### src/rtl/id_ex_pipe_reg_if.sv
// Bus between the ID stage, the ID/EX pipeline register and the EX stage.
// The master side is the ID/hazard control logic; the slave side is the pipeline register.
interface id_ex_pipe_reg_if #(
  parameter int XLEN  = 32,
  parameter int RA_W  = 5,
  parameter int CNT_W = 16
);
  logic             id_valid_i;
  logic [XLEN-1:0]  rs1_data_i;
  logic [XLEN-1:0]  rs2_data_i;
  logic [XLEN-1:0]  iimm_i;
  logic [XLEN-1:0]  simm_i;
  logic [RA_W-1:0]  rs1_addr_i;
  logic [RA_W-1:0]  rs2_addr_i;
  logic [RA_W-1:0]  rd_addr_i;
  logic [2:0]       funct3_i;
  logic [6:0]       funct7_i;
  logic [1:0]       alu_op_i;
  logic             alu_src_i;
  logic [1:0]       mem_i;
  logic             wb_i;
  logic             stall_i;
  logic             flush_i;

  logic             ex_valid_o;
  logic [XLEN-1:0]  val1_o;
  logic [XLEN-1:0]  val2_o;
  logic [XLEN-1:0]  simm_o;
  logic [3:0]       alu_ctrl_o;
  logic             illegal_o;
  logic [RA_W-1:0]  rs1_addr_o;
  logic [RA_W-1:0]  rs2_addr_o;
  logic [RA_W-1:0]  rd_addr_o;
  logic [1:0]       mem_o;
  logic             wb_o;
  logic             load_use_stall_o;
  logic [CNT_W-1:0] bubble_cnt_o;

  modport master (
    output id_valid_i, rs1_data_i, rs2_data_i, iimm_i, simm_i,
           rs1_addr_i, rs2_addr_i, rd_addr_i, funct3_i, funct7_i,
           alu_op_i, alu_src_i, mem_i, wb_i, stall_i, flush_i,
    input  ex_valid_o, val1_o, val2_o, simm_o, alu_ctrl_o, illegal_o,
           rs1_addr_o, rs2_addr_o, rd_addr_o, mem_o, wb_o,
           load_use_stall_o, bubble_cnt_o
  );

  modport slave (
    input  id_valid_i, rs1_data_i, rs2_data_i, iimm_i, simm_i,
           rs1_addr_i, rs2_addr_i, rd_addr_i, funct3_i, funct7_i,
           alu_op_i, alu_src_i, mem_i, wb_i, stall_i, flush_i,
    output ex_valid_o, val1_o, val2_o, simm_o, alu_ctrl_o, illegal_o,
           rs1_addr_o, rs2_addr_o, rd_addr_o, mem_o, wb_o,
           load_use_stall_o, bubble_cnt_o
  );
endinterface

### src/rtl/id_ex_pipe_reg.sv
// ID/EX pipeline register: operand capture, ALU control decode, stall/flush handling,
// load-use bubble insertion and a saturating bubble counter.
module id_ex_pipe_reg #(
  parameter int XLEN  = 32,
  parameter int RA_W  = 5,
  parameter int CNT_W = 16
) (
  input logic              clk_i,
  input logic              rst_i,
  id_ex_pipe_reg_if.slave  bus
);

  typedef struct packed {
    logic            valid;
    logic [XLEN-1:0] val1;
    logic [XLEN-1:0] val2;
    logic [XLEN-1:0] simm;
    logic [3:0]      alu_ctrl;
    logic            illegal;
    logic [RA_W-1:0] rs1_addr;
    logic [RA_W-1:0] rs2_addr;
    logic [RA_W-1:0] rd_addr;
    logic [1:0]      mem;
    logic            wb;
  } stage_t;

  stage_t           stage_q;
  stage_t           capture;
  logic [3:0]       alu_ctrl_d;
  logic             illegal_d;
  logic             load_use;
  logic [CNT_W-1:0] bubble_cnt;

  always_comb begin
    alu_ctrl_d = 4'b0010;
    illegal_d  = 1'b0;
    case (bus.alu_op_i)
      2'b00: alu_ctrl_d = 4'b0010;
      2'b01: alu_ctrl_d = 4'b0110;
      2'b10: begin
        case ({bus.funct7_i, bus.funct3_i})
          10'b0000000_000: alu_ctrl_d = 4'b0010;
          10'b0100000_000: alu_ctrl_d = 4'b0110;
          10'b0000000_111: alu_ctrl_d = 4'b0000;
          10'b0000000_110: alu_ctrl_d = 4'b0001;
          10'b0000001_000: alu_ctrl_d = 4'b1111;
          default:         illegal_d  = 1'b1;
        endcase
      end
      default: begin
        case (bus.funct3_i)
          3'b000:  alu_ctrl_d = 4'b0010;
          3'b111:  alu_ctrl_d = 4'b0000;
          3'b110:  alu_ctrl_d = 4'b0001;
          default: illegal_d  = 1'b1;
        endcase
      end
    endcase
    // An empty ID slot must never raise an illegal-instruction trap downstream.
    if (!bus.id_valid_i) illegal_d = 1'b0;
  end

  always_comb begin
    capture          = '0;
    capture.valid    = bus.id_valid_i;
    capture.val1     = bus.rs1_data_i;
    capture.val2     = bus.alu_src_i ? bus.iimm_i : bus.rs2_data_i;
    capture.simm     = bus.simm_i;
    capture.alu_ctrl = alu_ctrl_d;
    capture.illegal  = illegal_d;
    capture.rs1_addr = bus.rs1_addr_i;
    capture.rs2_addr = bus.rs2_addr_i;
    capture.rd_addr  = bus.rd_addr_i;
    capture.mem      = bus.id_valid_i ? bus.mem_i : 2'b00;
    capture.wb       = bus.id_valid_i & bus.wb_i;
  end

  // rs2 is compared even for I-type consumers since stores read rs2 as data.
  assign load_use = stage_q.valid & stage_q.mem[1] & (stage_q.rd_addr != '0) &
                    bus.id_valid_i &
                    ((stage_q.rd_addr == bus.rs1_addr_i) | (stage_q.rd_addr == bus.rs2_addr_i));

  always_ff @(posedge clk_i) begin
    if (rst_i || bus.flush_i || (!bus.stall_i && load_use)) begin
      stage_q <= '0;
    end else if (!bus.stall_i) begin
      stage_q <= capture;
    end
  end

  always_ff @(posedge clk_i) begin
    if (rst_i) begin
      bubble_cnt <= '0;
    end else if (!bus.flush_i && !bus.stall_i && load_use && (bubble_cnt != {CNT_W{1'b1}})) begin
      bubble_cnt <= bubble_cnt + 1'b1;
    end
  end

  assign bus.ex_valid_o       = stage_q.valid;
  assign bus.val1_o           = stage_q.val1;
  assign bus.val2_o           = stage_q.val2;
  assign bus.simm_o           = stage_q.simm;
  assign bus.alu_ctrl_o       = stage_q.alu_ctrl;
  assign bus.illegal_o        = stage_q.illegal;
  assign bus.rs1_addr_o       = stage_q.rs1_addr;
  assign bus.rs2_addr_o       = stage_q.rs2_addr;
  assign bus.rd_addr_o        = stage_q.rd_addr;
  assign bus.mem_o            = stage_q.mem;
  assign bus.wb_o             = stage_q.wb;
  assign bus.load_use_stall_o = load_use;
  assign bus.bubble_cnt_o     = bubble_cnt;

endmodule

### src/flat_wrapper.sv
// flat-port wrapper written by rule: the top's interface ports become plain ports
module id_ex_pipe_reg_flat 
#(
  parameter int XLEN  = 32,
  parameter int RA_W  = 5,
  parameter int CNT_W = 16
)
  (clk_i, rst_i, bus_id_valid_i, bus_rs1_data_i, bus_rs2_data_i, bus_iimm_i, bus_simm_i, bus_rs1_addr_i, bus_rs2_addr_i, bus_rd_addr_i, bus_funct3_i, bus_funct7_i, bus_alu_op_i, bus_alu_src_i, bus_mem_i, bus_wb_i, bus_stall_i, bus_flush_i, bus_ex_valid_o, bus_val1_o, bus_val2_o, bus_simm_o, bus_alu_ctrl_o, bus_illegal_o, bus_rs1_addr_o, bus_rs2_addr_o, bus_rd_addr_o, bus_mem_o, bus_wb_o, bus_load_use_stall_o, bus_bubble_cnt_o);
  id_ex_pipe_reg_if #(.XLEN(XLEN), .RA_W(RA_W), .CNT_W(CNT_W)) bus_i ();
  input logic clk_i;
  input logic rst_i;
  input wire logic [$bits(bus_i.id_valid_i)-1:0] bus_id_valid_i;
  input wire logic [$bits(bus_i.rs1_data_i)-1:0] bus_rs1_data_i;
  input wire logic [$bits(bus_i.rs2_data_i)-1:0] bus_rs2_data_i;
  input wire logic [$bits(bus_i.iimm_i)-1:0] bus_iimm_i;
  input wire logic [$bits(bus_i.simm_i)-1:0] bus_simm_i;
  input wire logic [$bits(bus_i.rs1_addr_i)-1:0] bus_rs1_addr_i;
  input wire logic [$bits(bus_i.rs2_addr_i)-1:0] bus_rs2_addr_i;
  input wire logic [$bits(bus_i.rd_addr_i)-1:0] bus_rd_addr_i;
  input wire logic [$bits(bus_i.funct3_i)-1:0] bus_funct3_i;
  input wire logic [$bits(bus_i.funct7_i)-1:0] bus_funct7_i;
  input wire logic [$bits(bus_i.alu_op_i)-1:0] bus_alu_op_i;
  input wire logic [$bits(bus_i.alu_src_i)-1:0] bus_alu_src_i;
  input wire logic [$bits(bus_i.mem_i)-1:0] bus_mem_i;
  input wire logic [$bits(bus_i.wb_i)-1:0] bus_wb_i;
  input wire logic [$bits(bus_i.stall_i)-1:0] bus_stall_i;
  input wire logic [$bits(bus_i.flush_i)-1:0] bus_flush_i;
  output wire logic [$bits(bus_i.ex_valid_o)-1:0] bus_ex_valid_o;
  output wire logic [$bits(bus_i.val1_o)-1:0] bus_val1_o;
  output wire logic [$bits(bus_i.val2_o)-1:0] bus_val2_o;
  output wire logic [$bits(bus_i.simm_o)-1:0] bus_simm_o;
  output wire logic [$bits(bus_i.alu_ctrl_o)-1:0] bus_alu_ctrl_o;
  output wire logic [$bits(bus_i.illegal_o)-1:0] bus_illegal_o;
  output wire logic [$bits(bus_i.rs1_addr_o)-1:0] bus_rs1_addr_o;
  output wire logic [$bits(bus_i.rs2_addr_o)-1:0] bus_rs2_addr_o;
  output wire logic [$bits(bus_i.rd_addr_o)-1:0] bus_rd_addr_o;
  output wire logic [$bits(bus_i.mem_o)-1:0] bus_mem_o;
  output wire logic [$bits(bus_i.wb_o)-1:0] bus_wb_o;
  output wire logic [$bits(bus_i.load_use_stall_o)-1:0] bus_load_use_stall_o;
  output wire logic [$bits(bus_i.bubble_cnt_o)-1:0] bus_bubble_cnt_o;
  assign bus_i.id_valid_i = bus_id_valid_i;
  assign bus_i.rs1_data_i = bus_rs1_data_i;
  assign bus_i.rs2_data_i = bus_rs2_data_i;
  assign bus_i.iimm_i = bus_iimm_i;
  assign bus_i.simm_i = bus_simm_i;
  assign bus_i.rs1_addr_i = bus_rs1_addr_i;
  assign bus_i.rs2_addr_i = bus_rs2_addr_i;
  assign bus_i.rd_addr_i = bus_rd_addr_i;
  assign bus_i.funct3_i = bus_funct3_i;
  assign bus_i.funct7_i = bus_funct7_i;
  assign bus_i.alu_op_i = bus_alu_op_i;
  assign bus_i.alu_src_i = bus_alu_src_i;
  assign bus_i.mem_i = bus_mem_i;
  assign bus_i.wb_i = bus_wb_i;
  assign bus_i.stall_i = bus_stall_i;
  assign bus_i.flush_i = bus_flush_i;
  assign bus_ex_valid_o = bus_i.ex_valid_o;
  assign bus_val1_o = bus_i.val1_o;
  assign bus_val2_o = bus_i.val2_o;
  assign bus_simm_o = bus_i.simm_o;
  assign bus_alu_ctrl_o = bus_i.alu_ctrl_o;
  assign bus_illegal_o = bus_i.illegal_o;
  assign bus_rs1_addr_o = bus_i.rs1_addr_o;
  assign bus_rs2_addr_o = bus_i.rs2_addr_o;
  assign bus_rd_addr_o = bus_i.rd_addr_o;
  assign bus_mem_o = bus_i.mem_o;
  assign bus_wb_o = bus_i.wb_o;
  assign bus_load_use_stall_o = bus_i.load_use_stall_o;
  assign bus_bubble_cnt_o = bus_i.bubble_cnt_o;
  id_ex_pipe_reg #(.XLEN(XLEN), .RA_W(RA_W), .CNT_W(CNT_W)) u_core (.clk_i(clk_i), .rst_i(rst_i), .bus(bus_i));
endmodule
### config.mk
export PLATFORM = sky130hd
export DESIGN_NAME = id_ex_pipe_reg_flat
export DESIGN_NICKNAME = d
export VERILOG_FILES = /design/src/rtl/id_ex_pipe_reg_if.sv /design/src/rtl/id_ex_pipe_reg.sv /design/src/flat_wrapper.sv
export SDC_FILE = /design/constraint.sdc
export NUM_CORES = 1
export LEC_CHECK = 0
export CAP_MARGIN = 10
export CORE_UTILIZATION = 43
export DETAILED_ROUTE_END_ITERATION = 6
export PLACE_DENSITY = 0.87
export SETUP_SLACK_MARGIN = 0.5
export SYNTH_ARGS = -nofsm -noshare
export SYNTH_HDL_FRONTEND = slang
export SYNTH_SLANG_ARGS = --single-unit
export TNS_END_PERCENT = 30
### constraint.sdc
create_clock -name clk_i -period 3.8 [get_ports clk_i]
set_input_delay 0.38 -clock clk_i [delete_from_list [all_inputs] [get_ports clk_i]]
set_output_delay 0.38 -clock clk_i [all_outputs]
set_load 0.02 [all_outputs]
==> summary.txt <==
Routing
  • DR vias/cell: 5.22
  • Initial DRC count: 365
  • DRC viols: 0
  • Via count: 5978
  • Routed WL per cell: 16.0 um
  • DRT Pass-1 Iters: 4
  • DRT antenna net count: 0
  • Drt total wl: 18.3 mm

Clock network
  • Setup Buffers After CTS: 0
  • CTS tree: done
  • Reg clk slew, reported paths: 60 ps
  • Post-CTS sizing: 0
  • CTS H-Tree Depth: 4
  • CTS Hold Buffers Added: 0
  • CTS Buffer Depth: 2
  • Clock latency on the worst-skew pair: 420 ps
  • Cts bufs inserted: 17
  • CTS root buffer: clkbuf_16
  • Clock sink count: 136

Finish
  • Final nets: 1123
  • Most frequent cells in the layout: 298 x clkdlybuf4s50_1, 136 x dfxtp_1, 124 x a21oi_1
  • Fin area: 0.00951 sq mm
  • Most common cell after layout, fill and taps aside: clkdlybuf4s50_1
  • Share of layout cells above drive strength 1: 4.64%
  • Ant diodes: 0
  • Area growth syn-to-layout: 62.2%

Run
  • Max-Cap Viols: 0

Floorplan
  • IO Pins: 301
  • Initial core utilization: 44.3%
  • CORE AREA: 0.0132 sq mm
  • Die width: 119 um
  • Die area: 0.0141 sq mm
  • FP Rows: 42
  • Die Y: 119 um

Synthesis
  • Synth Instances: 691
  • Synth area leader: dfxtp_1
  • Synth top area share: 46.4%
  • Yosys cell types: 38
  • Register bit total from synthesis: 136
  • Syn Area/Cell: 8.48 sq um
  • Post-synth design cell area: 0.00586 sq mm
  • Post-synth ARST share: 0%
  • Sequential element share of the synthesized area: 46.4%
  • Synth warn: 0
  • Post-synth EDFFs: 0
  • Post-synth top flop: dfxtp_1
  • Post-Syn Nets: 856
  • Top post-synthesis cells by area: dfxtp_1 46%, a21oi_1 11%, nand3b_1 10%

Min path
  • Hold Path Class: reg2reg
  • Worst Hold Path Cells: 2

GRT
  • Vias in the first global route: 5773
  • First-pass GRT wire length: 29.1 mm
  • Initial antenna violation count: 0
  • Largest net degree at the start of global routing: 126
  • All-Layer GR Usage: 26.2%
  • Overflow after GRT: 0

Setup path
  • CP Launch Type: flip-flop
  • CP Class: reg2out
  • Arr. time, crit path: 2340 ps
  • CP Capture Type: primary output
  • Reg2Reg Depth: 7
  • Worst Path Max Fanout: 5
  • Required @ worst endpoint: 3420 ps

Timing
  • RSZ-0062 raised after global routing: false
  • Part of the cycle the worst path needs: 71.6%
  • Final Setup Violations: 0
  • Tmin final: 2720 ps
  • Worst Max-Slew Pin Slew: 968 ps
  • Setup TNS: 0 ps
  • Skew final: 6.55 ps
  • Final hold violations: 0
  • Worst slew margin relative to its limit: 35.5%
  • Slew Limit Fails: 0
  • F_max: 0.368 GHz

Placed design
  • GP Congestion: 0.808
  • DP Area: 0.00891 sq mm
  • Port Buffers: 300
  • Post-DP HPWL: 12.7 mm

Power and ir drop
  • Peak supply drop: 277 uV
  • Pwr Density: 386 mW/mm^2
  • LEAKAGE: 3.37 nW

Status
  • Outcome: complete, no violations
[flip-flops by register name (all words and copies together), names as in the netlist]
signal / cells
u_core.bus.mem_o: 2
u_core.bus.val2_o: 32
u_core.bus.rs2_addr_o: 5
u_core.bus.simm_o: 32
u_core.bus.bubble_cnt_o: 16
u_core.bus.val1_o: 32
u_core.bus.rs1_addr_o: 5
u_core.bus.rd_addr_o: 5
u_core.bus.alu_ctrl_o: 4
u_core.bus.ex_valid_o: 1
u_core.bus.wb_o: 1
u_core.bus.illegal_o: 1
[logic make-up (layout without fill, tap and decap cells)]
logic type	count (synthesis)	count (layout)	share of synthesized area (%)
simple gates	298	298	27.6
compound gates	147	147	13.4
flops	136	136	46.4
buf+inv	59	338	4.06
mux	35	35	6.02
xor+xnor	15	15	2.24
fa+ha+maj	1	1	0.213
[cells in the mapped netlist, types with 4 or more instances]
cell,n
a32oi_1,4
xor2_1,5
nand3_1,12
mux2i_1,33
nand3b_1,79
a21oi_1,124
or3_1,40
o21ai_0,9
nand4_1,4
buf_2,7
nor2_1,17
nand2_1,122
nor3_1,4
dfxtp_1,136
xnor2_1,10
clkbuf_1,50
[metrics by stage]
stage                     worst slack, ps  hold slack [ps]  power (mW)  util (%)  instances
after global placement               1090              446        2.02      67.3       1115
after floorplan                      1900              535        1.73         -        691
after detailed placement             1090              454        2.02      67.3       1115
after CTS                            1050              463        3.70      71.8       1146
final                                1080              461        3.67      71.8       1146
after global routing                  939              475        3.80      71.8       1146
[layout make-up]
class | count | area (sq um)
clock buffers | 23 | 478
clock inverters | 8 | 120
fillers | 1027 | 3740
inverters | 1 | 3.75
multi-input cells | 496 | 2900
flip-flops and latches | 136 | 2720
well taps | 176 | 220
repair buffers | 306 | 3060
[critical path, cell delays in order (launching register included)]
cell and delay, ps:
dfxtp_1 470, xnor2_1 160, nand3_1 100, o22ai_2 380
nand2_2 120, inv_2 70, clkdlybuf4s50_1 620
[path summary, 6_finish.rpt]
| path | slack, ps | start | endpoint |
|---|---|---|---|
| max reg2reg | 1510 | u_core.bus.rd_addr_o[0] | u_core.bus.illegal_o |
| max | 1080 | u_core.bus.rd_addr_o[0] | bus_load_use_stall_o |
| min | 460 | u_core.bus.val2_o[13] | u_core.bus.val2_o[13] |
| min reg2reg | 460 | u_core.bus.val2_o[13] | u_core.bus.val2_o[13] |
[layer usage]
layer | share of wire [%] | routed length, um | track usage (%)
met5 | 0 | 0 | 0
met4 | 2.9 | 527 | 11.6
met3 | 7.5 | 1370 | 8.30
met2 | 48 | 8850 | 43.8
met1 | 41 | 7580 | 30.7
[report_power, final]
part	switching, mW	internal, mW
logic	0.214	0.293
clock network	0.601	1.08
registers	0.0218	1.47
(Power assumes the default switching activity.)
